==> config.mk <==
export PLATFORM = sky130hd
export DESIGN_NAME = dw_sequencer
export DESIGN_NICKNAME = d
export VERILOG_FILES = /design/src/rtl/dw_seq_pkg.sv /design/src/rtl/dw_sync.sv /design/src/rtl/dw_sequencer.sv
export SDC_FILE = /design/constraint.sdc
export NUM_CORES = 1
export LEC_CHECK = 0
export BUFFER_PORTS_ARGS = -buffer_cell sky130_fd_sc_hd__buf_2
export CAP_MARGIN = 20
export CORE_ASPECT_RATIO = 0.9
export CORE_UTILIZATION = 53
export CTS_BUF_LIST = sky130_fd_sc_hd__clkbuf_8
export DETAILED_ROUTE_END_ITERATION = 7
export GPL_TIMING_DRIVEN = 0
export PLACE_DENSITY = 0.75
export SETUP_SLACK_MARGIN = 0.5
export SYNTH_ARGS = -nofsm -noshare
export SYNTH_HDL_FRONTEND = slang
export SYNTH_HIERARCHICAL = 1
export SYNTH_SLANG_ARGS = --single-unit
==> constraint.sdc <==
create_clock -name clk -period 2.1 [get_ports clk]
set_input_delay 0.42 -clock clk [delete_from_list [all_inputs] [get_ports clk]]
set_output_delay 0.42 -clock clk [all_outputs]
set_load 0.1 [all_outputs]
==> src/rtl/dw_seq_pkg.sv <==
// Shared types and constants for the two-way decision-wait sequencer.
// Imported by the top and by the z synchroniser.
package dw_seq_pkg;

  typedef enum logic [2:0] {
    IDLE,
    ARB,
    DRIVE,
    SETUP,
    WAIT_ACK,
    DONE,
    ERR
  } state_t;

  localparam logic [1:0] ERR_NONE     = 2'd0;
  localparam logic [1:0] ERR_TIMEOUT  = 2'd1;
  localparam logic [1:0] ERR_SPURIOUS = 2'd2;

  localparam int DEF_SYNC_STAGES = 2;
  localparam int DEF_SETUP_CYC   = 1;
  localparam int DEF_TIMEOUT_CYC = 255;
  localparam int DEF_TO_W        = 8;

endpackage

==> src/rtl/dw_sync.sv <==
// Multi-flop synchroniser for one asynchronous 2-phase acknowledge line.
// Resets to 0, matching the element's reset phase.
module dw_sync
  import dw_seq_pkg::*;
#(
  parameter int STAGES = DEF_SYNC_STAGES
) (
  input  logic clk,
  input  logic rstn,
  input  logic d,
  output logic q
);

  logic [STAGES-1:0] r_sync;

  // NOTE: sequential state uses non-blocking assignments so every flop samples pre-edge values.
  always_ff @(posedge clk or negedge rstn) begin
    if (!rstn) begin
      r_sync <= '0;
    end else begin
      r_sync <= {r_sync[STAGES-2:0], d};
    end
  end

  assign q = r_sync[STAGES-1];

endmodule

==> src/rtl/dw_sequencer.sv <==
// Round-robin controller sharing one 2-phase decision-wait element between two
// requesters: selects a channel, fires after a setup delay, waits for the ack.
module dw_sequencer
  import dw_seq_pkg::*;
#(
  parameter int SYNC_STAGES = DEF_SYNC_STAGES,
  parameter int SETUP_CYC   = DEF_SETUP_CYC,
  parameter int TIMEOUT_CYC = DEF_TIMEOUT_CYC,
  parameter int TO_W        = DEF_TO_W
) (
  input  logic       clk,
  input  logic       rstn,
  input  logic [1:0] req,
  output logic [1:0] gnt,
  output logic       busy,
  output logic       a1,
  output logic       a2,
  output logic       fire,
  input  logic       z1,
  input  logic       z2,
  input  logic       err_clr,
  output logic       err,
  output logic [1:0] err_code
);

  localparam int SU_W = $clog2(SETUP_CYC + 1);

  state_t          r_state, w_state_nxt;
  logic            r_sel, w_sel_nxt;
  logic            r_rr, w_rr_nxt;
  logic [1:0]      r_req_q, w_req_q_nxt;
  logic [1:0]      r_a, w_a_nxt;
  logic            r_fire, w_fire_nxt;
  logic [SU_W-1:0] r_su_cnt, w_su_nxt;
  logic [TO_W-1:0] r_to_cnt, w_to_nxt;
  logic [1:0]      r_err_code, w_code_nxt;

  logic            w_z1s, w_z2s;
  logic [1:0]      w_z;
  logic [1:0]      w_req_arb;
  logic            w_a_sel, w_a_oth, w_z_sel, w_z_oth;

  dw_sync #(.STAGES(SYNC_STAGES)) u_sync_z1 (.clk(clk), .rstn(rstn), .d(z1), .q(w_z1s));
  dw_sync #(.STAGES(SYNC_STAGES)) u_sync_z2 (.clk(clk), .rstn(rstn), .d(z2), .q(w_z2s));

  assign w_z = {w_z2s, w_z1s};

  // A request that woke the sequencer still counts even if it drops before ARB.
  assign w_req_arb = req | r_req_q;

  assign w_a_sel = r_sel ? r_a[1] : r_a[0];
  assign w_a_oth = r_sel ? r_a[0] : r_a[1];
  assign w_z_sel = r_sel ? w_z[1] : w_z[0];
  assign w_z_oth = r_sel ? w_z[0] : w_z[1];

  // NOTE: every signal gets a hold default before the case, so no path infers a latch.
  always_comb begin
    w_state_nxt = r_state;
    w_sel_nxt   = r_sel;
    w_rr_nxt    = r_rr;
    w_req_q_nxt = r_req_q;
    w_a_nxt     = r_a;
    w_fire_nxt  = r_fire;
    w_su_nxt    = r_su_cnt;
    w_to_nxt    = r_to_cnt;
    w_code_nxt  = r_err_code;

    unique case (r_state)
      IDLE: begin
        if (|req) begin
          w_req_q_nxt = req;
          w_state_nxt = ARB;
        end
      end
      ARB: begin
        if (w_req_arb == 2'b11) begin
          w_sel_nxt = r_rr;
          w_rr_nxt  = ~r_rr;
        end else begin
          w_sel_nxt = w_req_arb[1];
        end
        w_req_q_nxt = '0;
        w_state_nxt = DRIVE;
      end
      DRIVE: begin
        w_a_nxt[r_sel] = ~r_a[r_sel];
        w_su_nxt       = SU_W'(SETUP_CYC);
        w_state_nxt    = SETUP;
      end
      SETUP: begin
        if (r_su_cnt == '0) begin
          w_fire_nxt  = ~r_fire;
          w_to_nxt    = TO_W'(TIMEOUT_CYC);
          w_state_nxt = WAIT_ACK;
        end else begin
          w_su_nxt = r_su_cnt - 1'b1;
        end
      end
      WAIT_ACK: begin
        // The counter stops at 1 and the state leaves, so it can never wrap.
        if (w_z_oth != w_a_oth) begin
          w_code_nxt  = ERR_SPURIOUS;
          w_state_nxt = ERR;
        end else if (w_z_sel == w_a_sel) begin
          w_state_nxt = DONE;
        end else if (r_to_cnt <= TO_W'(1)) begin
          w_code_nxt  = ERR_TIMEOUT;
          w_state_nxt = ERR;
        end else begin
          w_to_nxt = r_to_cnt - 1'b1;
        end
      end
      DONE: begin
        w_state_nxt = IDLE;
      end
      ERR: begin
        if (err_clr) begin
          w_code_nxt  = ERR_NONE;
          w_state_nxt = IDLE;
        end
      end
      default: begin
        w_state_nxt = IDLE;
      end
    endcase
  end

  always_ff @(posedge clk or negedge rstn) begin
    if (!rstn) begin
      r_state    <= IDLE;
      r_sel      <= 1'b0;
      r_rr       <= 1'b0;
      r_req_q    <= '0;
      r_a        <= '0;
      r_fire     <= 1'b0;
      r_su_cnt   <= '0;
      r_to_cnt   <= '0;
      r_err_code <= ERR_NONE;
    end else begin
      r_state    <= w_state_nxt;
      r_sel      <= w_sel_nxt;
      r_rr       <= w_rr_nxt;
      r_req_q    <= w_req_q_nxt;
      r_a        <= w_a_nxt;
      r_fire     <= w_fire_nxt;
      r_su_cnt   <= w_su_nxt;
      r_to_cnt   <= w_to_nxt;
      r_err_code <= w_code_nxt;
    end
  end

  assign a1       = r_a[0];
  assign a2       = r_a[1];
  assign fire     = r_fire;
  assign gnt      = (r_state == DONE) ? (r_sel ? 2'b10 : 2'b01) : 2'b00;
  assign busy     = (r_state != IDLE) && (r_state != ERR);
  assign err      = (r_state == ERR);
  assign err_code = r_err_code;

endmodule

==> results by group, run 1 <==
Synth
  – Adder-Cell Fraction of Synth Area: 1.93%
  – Synth top area cells: dfrtp_1 (48%), o21ai_0 (4.6%), nor2_1 (4.1%)
  – Simple-gate share of the synthesized area: 23.8%
  – Synth top cells by count: dfrtp_1 (25), nor2_1 (14), nand2_1 (12), o21ai_0 (12)
  – Post-synthesis compound-gate area fraction: 17.8%
  – Avg Cell Area, Syn: 9.65 µm²
  – Fraction of registers with async set/reset: 100%
  – Mux share of post-synthesis cell area: 0.870%
  – Post-Syn Instances: 134
  – Count leader, synth: dfrtp_1
  – Largest family of logic cells by synthesized area: simple AND/OR/NAND/NOR gates
  – EDFF count, synth: 0
  – Synth warn: 6
  – Synthesized cell area: 1290 µm²
  – Top cell type's share of synthesized area: 48.4%
  – Seq/Total Area, Yosys: 48.4%
  – Synthesized Nets: 143
  – Most used DFF post-synth: dfrtp_1
  – Synth cell types: 40
  – #FFs+latches synth: 25
  – Fraction of synthesized cell area in xor and xnor cells: 4.06%
  – Synth area leader: dfrtp_1

Timing
  – Measured slew at the worst slew-check pin: 0.583 ns
  – Tcrit/Tclk final: 96.6%
  – Fmax: 493 MHz
  – RSZ-0062 raised after global routing: true
  – Slew margin rel.: 60.7%
  – Setup-failing EPs final: 0
  – Layout Skew: 0.00995 ns
  – Final hold violation count: 0
  – Setup TNS: 0 ns
  – Final-report max-slew violation count: 0
  – Min Tclk post-route: 2.03 ns

Pwr
  – Clock share of power: 10.5%
  – Pwr/cell area: 1540 nW/µm²
  – VDD IR max: 1.26 mV
  – Leakage power: 0.758 nW
  – Sw Pwr: 1.37 mW
  – Switch share: 49.8%
  – Comb power frac: 60.2%
  – Reg power frac: 29.3%
  – Cell internal pwr: 1.38 mW

Clock network
  – Total clock buffers created by CTS: 3
  – Root Driver: clkbuf_8
  – CTS Buffer Depth: 2
  – Sink Count: 25
  – # hold bufs at CTS: 0
  – Worst-path clk slew: 0.09 ns
  – TritonCTS clock tree: yes
  – Clock latency on the worst-skew pair: 0.27 ns
  – # H-tree levels: 1

Finish
  – Final nets: 178
  – Non-Filler Instances: 195
  – Ant. Diodes: 0
  – Filler cells: 132
  – Core Util, Final: 79.6%
  – Area delta synth->final: 37.9%
  – Fraction of layout cells with a size suffix above 1: 44.0%

Placement
  – PortBufs: 15
  – Placed insts: 176
  – HPWL after DPL: 1800 µm
  – Final GP Congestion: 0.836

Setup path
  – WS Path Type: reg -> reg
  – Setup crit start kind: flop
  – CP Data Arrival Time: 2.19 ns
  – Worst setup EP type: flop
  – Reg2reg setup slack: 0.07 ns
  – Max Fanout on Critical Path: 8
  – Critical path data required time: 2.26 ns

Drt
  – Drt first pass iters: 4
  – WL/cell: 16.2 µm
  – Vias post-DR: 1187
  – ANT nets after route: 0
  – Drt via density: 6.09
  – Routed WL: 3170 µm
  – 1st-iter DRT viols: 33
  – Post-route DRC: 0

Floorplanning
  – Core area: 2240 µm²
  – Die W: 54.1 µm
  – Die Span Y: 48.9 µm
  – Rows: 16
  – Die footprint: 2640 µm²
  – Starting Density: 57.7%
  – Top-Level Pins: 16

Status
  – Status: completed

Global route
  – Grt ovf: 0
  – Global-route wire length before repair: 4820 µm
  – Number of global-route vias before repair: 1055
  – Largest net degree at the start of global routing: 26
  – Total global-route track usage: 25.2%
  – Antenna violations before repair: 0

Worst hold path
  – Hold Path Class: in -> async

Job
  – Max-Cap Viols: 0
-- cells in the final DEF (no fill, tap or decap), drive strengths merged, types with 3 or more instances in the layout --
master / instances
a21oi: 6
inv: 3
nand2b: 3
nor2: 14
o21ai: 13
nor3: 3
and3: 5
xor2: 4
nand2: 12
clkbuf: 4
dfrtp: 25
nor2b: 6
buf: 34
-- routing by layer --
layer  global-route usage, %  up-vias  routed length (µm)
li1                        -      549                   -
met1                    33.1      570                1360
met2                    37.9       53                1520
met3                    7.48       15                 182
met4                    11.1        0                 102
met5                       0        -                   0
-- path summary, 6_finish.rpt --
kind                                                from                             to  cells past startpoint
hold reg to reg            u_sync_z2/r_sync[0]$_DFF_PN0_  u_sync_z2/r_sync[1]$_DFF_PN0_                      0
setup / recovery                 r_to_cnt[3]$_DFFE_PN0P_        r_to_cnt[6]$_DFFE_PN0P_                      5
hold / removal                                      rstn         r_req_q[0]$_DFFE_PN0P_                      1
min in group clk                                      z2  u_sync_z2/r_sync[0]$_DFF_PN0_                      1
setup reg to reg                 r_to_cnt[3]$_DFFE_PN0P_        r_to_cnt[6]$_DFFE_PN0P_                      5
max in group asynchronous                           rstn             r_a[0]$_DFFE_PN0P_                      1
-- worst max-delay path, cell delays in order (launching register included) --
cell and delay [ns]:
dfrtp_1 0.38, or4_4 0.53, o41a_1 0.36, o211a_4 0.28, nand3_2 0.07, mux2_4 0.29
-- state kept, by name (all words and copies together) (netlist names) --
register	count
err_code	2
fire	1
r_a	2
r_req_q	2
r_rr	1
r_sel	1
r_state	3
r_su_cnt	1
r_to_cnt	8
u_sync_z1/r_sync	2
u_sync_z2/r_sync	2
-- power groups by stage --
| stage | Combinational, mW | Sequential (mW) | Clock, mW |
|---|---|---|---|
| after floorplan | 0.707 | 1.09 | 0 |
| after global placement | 1.23 | 0.773 | 0 |
| after detailed placement | 1.25 | 0.782 | 0 |
| after CTS | 1.53 | 0.787 | 0.299 |
| after global routing | 1.74 | 0.829 | 0.315 |
| final | 1.66 | 0.809 | 0.289 |
-- final cells by class --
type                    count  area (µm²)  area share (%)
plain buffers               5        60.1            3.37
clock buffers               3        41.3            2.31
clock inverters             1        5.00           0.281
inverters                   4        18.8            1.05
multi-input cells         100         734            41.2
flip-flops and latches     25         636            35.6
well taps                  27        33.8            1.89
repair buffers             30         255            14.3
-- metrics by stage --
stage	hold slack [ns]	power (mW)	worst slack, ns	cell area (µm²)
3_5_place_dp	0.340	2.04	-0.0321	1440
3_3_place_gp	0.334	2.00	-0.00116	1440
4_1_cts	0.144	2.61	-0.00683	1700
6_report	0.118	2.76	0.0712	1780
2_1_floorplan	0.124	1.80	0.0957	1330
5_1_grt	0.161	2.89	0.0145	1780
-- cell families after synthesis --
family                   after synthesis
XOR/XNOR                               6
adder cells (fa/ha/maj)                2
flip-flops                            25
AO/OA/AOI/OAI                         35
multiplexers                           1
AND/OR/NAND/NOR                       56
buffers and inverters                  9
-- timing repair --
action,in CTS,in global routing
pin swaps,10,10
setup endpoints to repair,16,16
resized for setup,40,13
setup buffers,9,5
cloned,1,0
hold endpoints to repair,0,0
No activity file was read; power rests on OpenSTA's default activity.
==> run 2, diff against run 1 <==
RECOVER_POWER = 50   (was not set)
REMOVE_ABC_BUFFERS = 1   (was not set)
==> results by group, run 2 (synthesis results as in run 1) <==
Finish
  – Area occupied by multi-input gates: 747 µm²
  – Commonest cells after routing, fill and taps aside: dfrtp_1 (22), buf_4 (15), nor2_1 (13)
  – Max reg flops: 8
  – Ant. Diodes: 0
  – Reg with most FFs: r_to_cnt
  – Fraction of layout cells with a size suffix above 1: 43.6%
  – Biggest regs: r_to_cnt x8, r_state x3
  – Most common cell after layout, fill and taps aside: dfrtp_1
  – FF/Latch Area: 629 µm²
  – Final nets: 182
  – Filler cells: 136
  – Area delta synth->final: 38.5%
  – Post-route design area: 1790 µm²

Clock network
  – # hold bufs at CTS: 0
  – Clock latency on the worst-skew pair: 0.27 ns
  – Worst-path clk slew: 0.08 ns
  – Total clock buffers created by CTS: 3
  – CTS Buffer Depth: 2
  – Root Driver: clkbuf_8
  – TritonCTS clock tree: yes
  – # H-tree levels: 1
  – Sink Count: 25

Timing
  – Tcrit/Tclk final: 101%
  – Slew margin rel.: 10.1%
  – Fmax: 470 MHz
  – Setup TNS: -0.0287 ns
  – Layout Skew: 0.00946 ns
  – Setup-failing EPs final: 1
  – Min Tclk post-route: 2.13 ns
  – Final-report max-slew violation count: 0
  – Final hold violation count: 0
  – RSZ-0062 raised after global routing: true
  – Hold Slack: 0.259 ns
  – Post-layout worst setup margin: -0.0287 ns
  – Measured slew at the worst slew-check pin: 1.35 ns

Placement
  – Final GP Congestion: 0.805
  – Pre-CTS WS: -0.157 ns
  – HPWL after DPL: 1720 µm
  – DP Area: 1380 µm²
  – PortBufs: 15

Global route
  – Largest net degree at the start of global routing: 26
  – Number of global-route vias before repair: 1089
  – Total global-route track usage: 25.3%
  – Grt ovf: 0
  – Antenna violations before repair: 0
  – Global-route wire length before repair: 4870 µm

Drt
  – Drt via density: 6.14
  – ANT nets after route: 0
  – Routed WL: 3660 µm
  – Post-route DRC: 0
  – 1st-iter DRT viols: 50
  – Drt first pass iters: 5
  – Vias post-DR: 1222
  – WL/cell: 18.4 µm

Pwr
  – Overall Power: 2.80 mW
  – VDD IR max: 1.58 mV
  – Pwr/cell area: 1560 nW/µm²
  – Leakage power: 0.781 nW

Floorplanning
  – Top-Level Pins: 16
  – Die footprint: 2640 µm²
  – Core area: 2240 µm²
  – Starting Density: 57.7%
  – Rows: 16
  – Die W: 54.1 µm
  – Die Span Y: 48.9 µm

Status
  – Failing checks: setup timing
  – Status: finished, violations left

Setup path
  – Setup crit start kind: flop
  – CP Data Arrival Time: 2.28 ns
  – Critical path data required time: 2.25 ns
  – WS Path Type: reg -> reg
  – Worst setup EP type: flop
  – Max Fanout on Critical Path: 6

Worst hold path
  – Hold Path Class: in -> reg

Job
  – Max-Cap Viols: 0
-- run 2: power by group --
group	switching, mW	internal, mW	total [mW]
Clock	0.147	0.131	0.278
Combinational	1.10	0.605	1.70
Sequential	0.185	0.629	0.814
Total	1.43	1.37	2.80
-- run 2: layer usage --
metal	GRT usage, %	up-vias	routed length, µm
met2	40.7	69	1730
met4	5.98	0	89
met3	5.61	16	238
met1	34.3	583	1600
li1	-	554	-
met5	0	-	0
-- run 2: repair_timing --
item                       CTS  global route
setup endpoints to repair   16            18
setup buffers               14             9
hold endpoints to repair     0             0
cloned                       1             0
pin swaps                    5            10
gates resized for setup     30            31
-- run 2: worst paths after layout --
path | slack, ns | cells after the start | start | end
setup / recovery | -0.03 | 5 | r_to_cnt[6]$_DFFE_PN0P_ | r_to_cnt[6]$_DFFE_PN0P_
hold / removal | 0.26 | 1 | z1 | u_sync_z1/r_sync[0]$_DFF_PN0_
setup reg to reg | -0.03 | 5 | r_to_cnt[6]$_DFFE_PN0P_ | r_to_cnt[6]$_DFFE_PN0P_
hold reg to reg | 0.35 | 0 | u_sync_z2/r_sync[0]$_DFF_PN0_ | u_sync_z2/r_sync[1]$_DFF_PN0_
max in group asynchronous | 0.78 | 1 | rstn | r_state[0]$_DFFE_PN0P_
min in group asynchronous | 0.43 | 1 | rstn | r_state[2]$_DFFE_PN0P_
-- run 2: final cells by class --
cell class,count,share of cell area [%]
clock buffers,3,2.30
multi-input cells,101,41.7
clock inverters,1,0.209
well taps,27,1.89
repair buffers,38,17.9
inverters,4,0.838
flip-flops and latches,25,35.1
-- run 2: critical path, cell delays in order, from the launching register on --
cell and delay, ns:
dfrtp_1 0.38, or4_4 0.54, o41a_1 0.44, o211a_4 0.28, nand3_2 0.08, mux2_4 0.29
-- run 2: metrics by stage --
stage                     std cells  utilization, %
final                           199            79.9
after global routing            199            79.9
after CTS                       190            72.3
after detailed placement        171            61.4
after global placement          171            61.4
after floorplan                 129               -
==> run 3, diff against run 2 <==
CORE_UTILIZATION = 50   (was 53)
CTS_BUF_LIST = not set   (was sky130_fd_sc_hd__clkbuf_8)
PLACE_DENSITY = 0.71   (was 0.75)
==> results by group, run 3 (synthesis results as in run 1) <==
Drt
  – Routed WL: 3270 µm
  – Post-route DRC: 0
  – ANT nets after route: 0
  – Vias post-DR: 1199
  – Drt first pass iters: 4
  – Drt via density: 5.97
  – 1st-iter DRT viols: 42
  – WL/cell: 16.2 µm

Clock network
  – Root Driver: clkbuf_4
  – CTS Buffer Depth: 2
  – TritonCTS clock tree: yes
  – Clock latency on the worst-skew pair: 0.32 ns
  – Total clock buffers created by CTS: 3
  – # hold bufs at CTS: 0
  – Worst-path clk slew: 0.13 ns
  – Sink Count: 25
  – # H-tree levels: 1

Timing
  – Setup-failing EPs final: 2
  – RSZ-0062 raised after global routing: true
  – Fmax: 466 MHz
  – Hold Slack: 0.199 ns
  – Min Tclk post-route: 2.15 ns
  – Final-report max-slew violation count: 0
  – Measured slew at the worst slew-check pin: 1.32 ns
  – Final hold violation count: 0
  – Tcrit/Tclk final: 102%
  – Layout Skew: 0.0109 ns
  – Post-layout worst setup margin: -0.0456 ns
  – Slew margin rel.: 12.1%

Setup path
  – Reg2Reg Depth: 5
  – Slowest CP cell: or4_4
  – Worst setup EP type: flop
  – CP delay by family, top: compound AO/OA/AOI/OAI gates
  – Setup crit start kind: flop
  – Reg2Reg Capture Point: r_to_cnt[6]$_DFFE_PN0P_
  – WS Path Type: reg -> reg
  – Critical path data required time: 2.32 ns
  – Worst flop-to-flop path startpoint: r_to_cnt[3]$_DFFE_PN0P_
  – WP depth: 5
  – Max Fanout on Critical Path: 7
  – Reg2reg setup slack: -0.05 ns
  – WP buf/inv: 0
  – Crit path launch: r_to_cnt[3]$_DFFE_PN0P_
  – Critical Path, Cell by Cell: or4_4 > o41a_1 > o211a_4 > nand3_2 > mux2_4
  – CP Data Arrival Time: 2.36 ns
  – Critical Path Max Stage Delay: 0.53 ns
  – Worst setup path endpoint: r_to_cnt[6]$_DFFE_PN0P_

Placement
  – HPWL after DPL: 1640 µm
  – PortBufs: 15
  – Final GP Congestion: 0.816
  – DP Area: 1380 µm²

Floorplanning
  – Core area: 2450 µm²
  – Top-Level Pins: 16
  – Die Span Y: 50.3 µm
  – Starting Density: 52.9%
  – Die W: 55.6 µm
  – Die footprint: 2800 µm²
  – Rows: 17

Global route
  – Total global-route track usage: 24.8%
  – Antenna violations before repair: 0
  – Largest net degree at the start of global routing: 26
  – Grt ovf: 0
  – Global-route wire length before repair: 5260 µm
  – Number of global-route vias before repair: 1159

Finish
  – Post-route design area: 1820 µm²
  – Biggest regs: r_to_cnt x8, r_state x3
  – Final nets: 183
  – Most common cell after layout, fill and taps aside: dfrtp_1
  – Commonest cells after routing, fill and taps aside: dfrtp_1 (22), buf_4 (17), nor2_1 (13)
  – Ant. Diodes: 0
  – Reg with most FFs: r_to_cnt
  – Fraction of layout cells with a size suffix above 1: 45.7%
  – Max reg flops: 8
  – Area delta synth->final: 40.7%

Pwr
  – VDD IR max: 1.33 mV
  – Comb power frac: 63.4%
  – Leakage power: 0.793 nW
  – Reg power frac: 28.8%
  – Clock share of power: 7.8%
  – Sw Pwr: 1.38 mW
  – Pwr/cell area: 1520 nW/µm²
  – Cell internal pwr: 1.38 mW
  – Switch share: 50.0%

Job
  – Max-Cap Viols: 0

Worst hold path
  – Hold Path Class: in -> reg

Status
  – Failing checks: setup timing
  – Status: finished, violations left
[run 3: metal layers]
| metal | global-route usage, % | wire length [µm] | up-vias | share of wire [%] |
|---|---|---|---|---|
| met5 | 0 | 0 | - | 0 |
| met4 | 13.3 | 98 | 0 | 3.0 |
| met3 | 7.47 | 208 | 13 | 6.4 |
| met2 | 41.0 | 1610 | 61 | 49 |
| met1 | 29.1 | 1350 | 569 | 41 |
| li1 | - | - | 556 | - |
[run 3: worst min-delay path by stage]
stage	slack (ns)	to	cells after the start	start
floorplan	0.12	err_code[0]$_DFFE_PN0P_	0	rstn
global placement	0.33	u_sync_z2/r_sync[1]$_DFF_PN0_	0	u_sync_z2/r_sync[0]$_DFF_PN0_
detailed placement	0.34	u_sync_z1/r_sync[1]$_DFF_PN0_	0	u_sync_z1/r_sync[0]$_DFF_PN0_
CTS	0.07	r_req_q[1]$_DFFE_PN0P_	1	rstn
global route	0.16	u_sync_z1/r_sync[0]$_DFF_PN0_	1	z1
finish	0.20	u_sync_z2/r_sync[0]$_DFF_PN0_	1	z2
[run 3: stage by stage]
stage                     std cells  setup slack (ns)  setup TNS (ns)  utilization [%]  total power, mW
after floorplan                 129            -0.353          -0.507                -             1.71
after detailed placement        172            -0.185          -0.675             56.3             1.94
final                           201           -0.0456         -0.0690             74.4             2.76
after CTS                       196            0.0181               0             68.4             2.50
after global routing            201           -0.0797          -0.206             74.4             2.89
after global placement          172            -0.155          -0.366             56.3             1.91
[run 3: power by group through the flow]
stage	combinational, mW	sequential [mW]	clock (mW)
5_1_grt	1.84	0.812	0.244
3_3_place_gp	1.10	0.809	0
6_report	1.75	0.795	0.216
3_5_place_dp	1.12	0.819	0
2_1_floorplan	0.600	1.11	0
4_1_cts	1.50	0.778	0.226
[run 3: cell type report]
class / instances / area (µm²)
repair buffers: 39 / 348
inverters: 4 / 17.5
well taps: 28 / 35.0
multi-input cells: 101 / 763
clock inverters: 1 / 5.00
fillers: 158 / 626
clock buffers: 3 / 22.5
flip-flops and latches: 25 / 629
[run 3: timing repair]
item                                    CTS  global route
pin swaps                                 7            11
cloned                                    1             0
endpoints found under the setup margin   18            18
gates resized for setup                  35            31
setup buffers                            19             5
[run 3: worst register-to-register path: cells and delay by family, from the launching register on]
kind | cells | cell delay [ns]
and+or+nand+nor | 2 | 0.62
AOI/OAI and AO/OA | 2 | 0.74
DFF | 1 | 0.40
muxes | 1 | 0.29
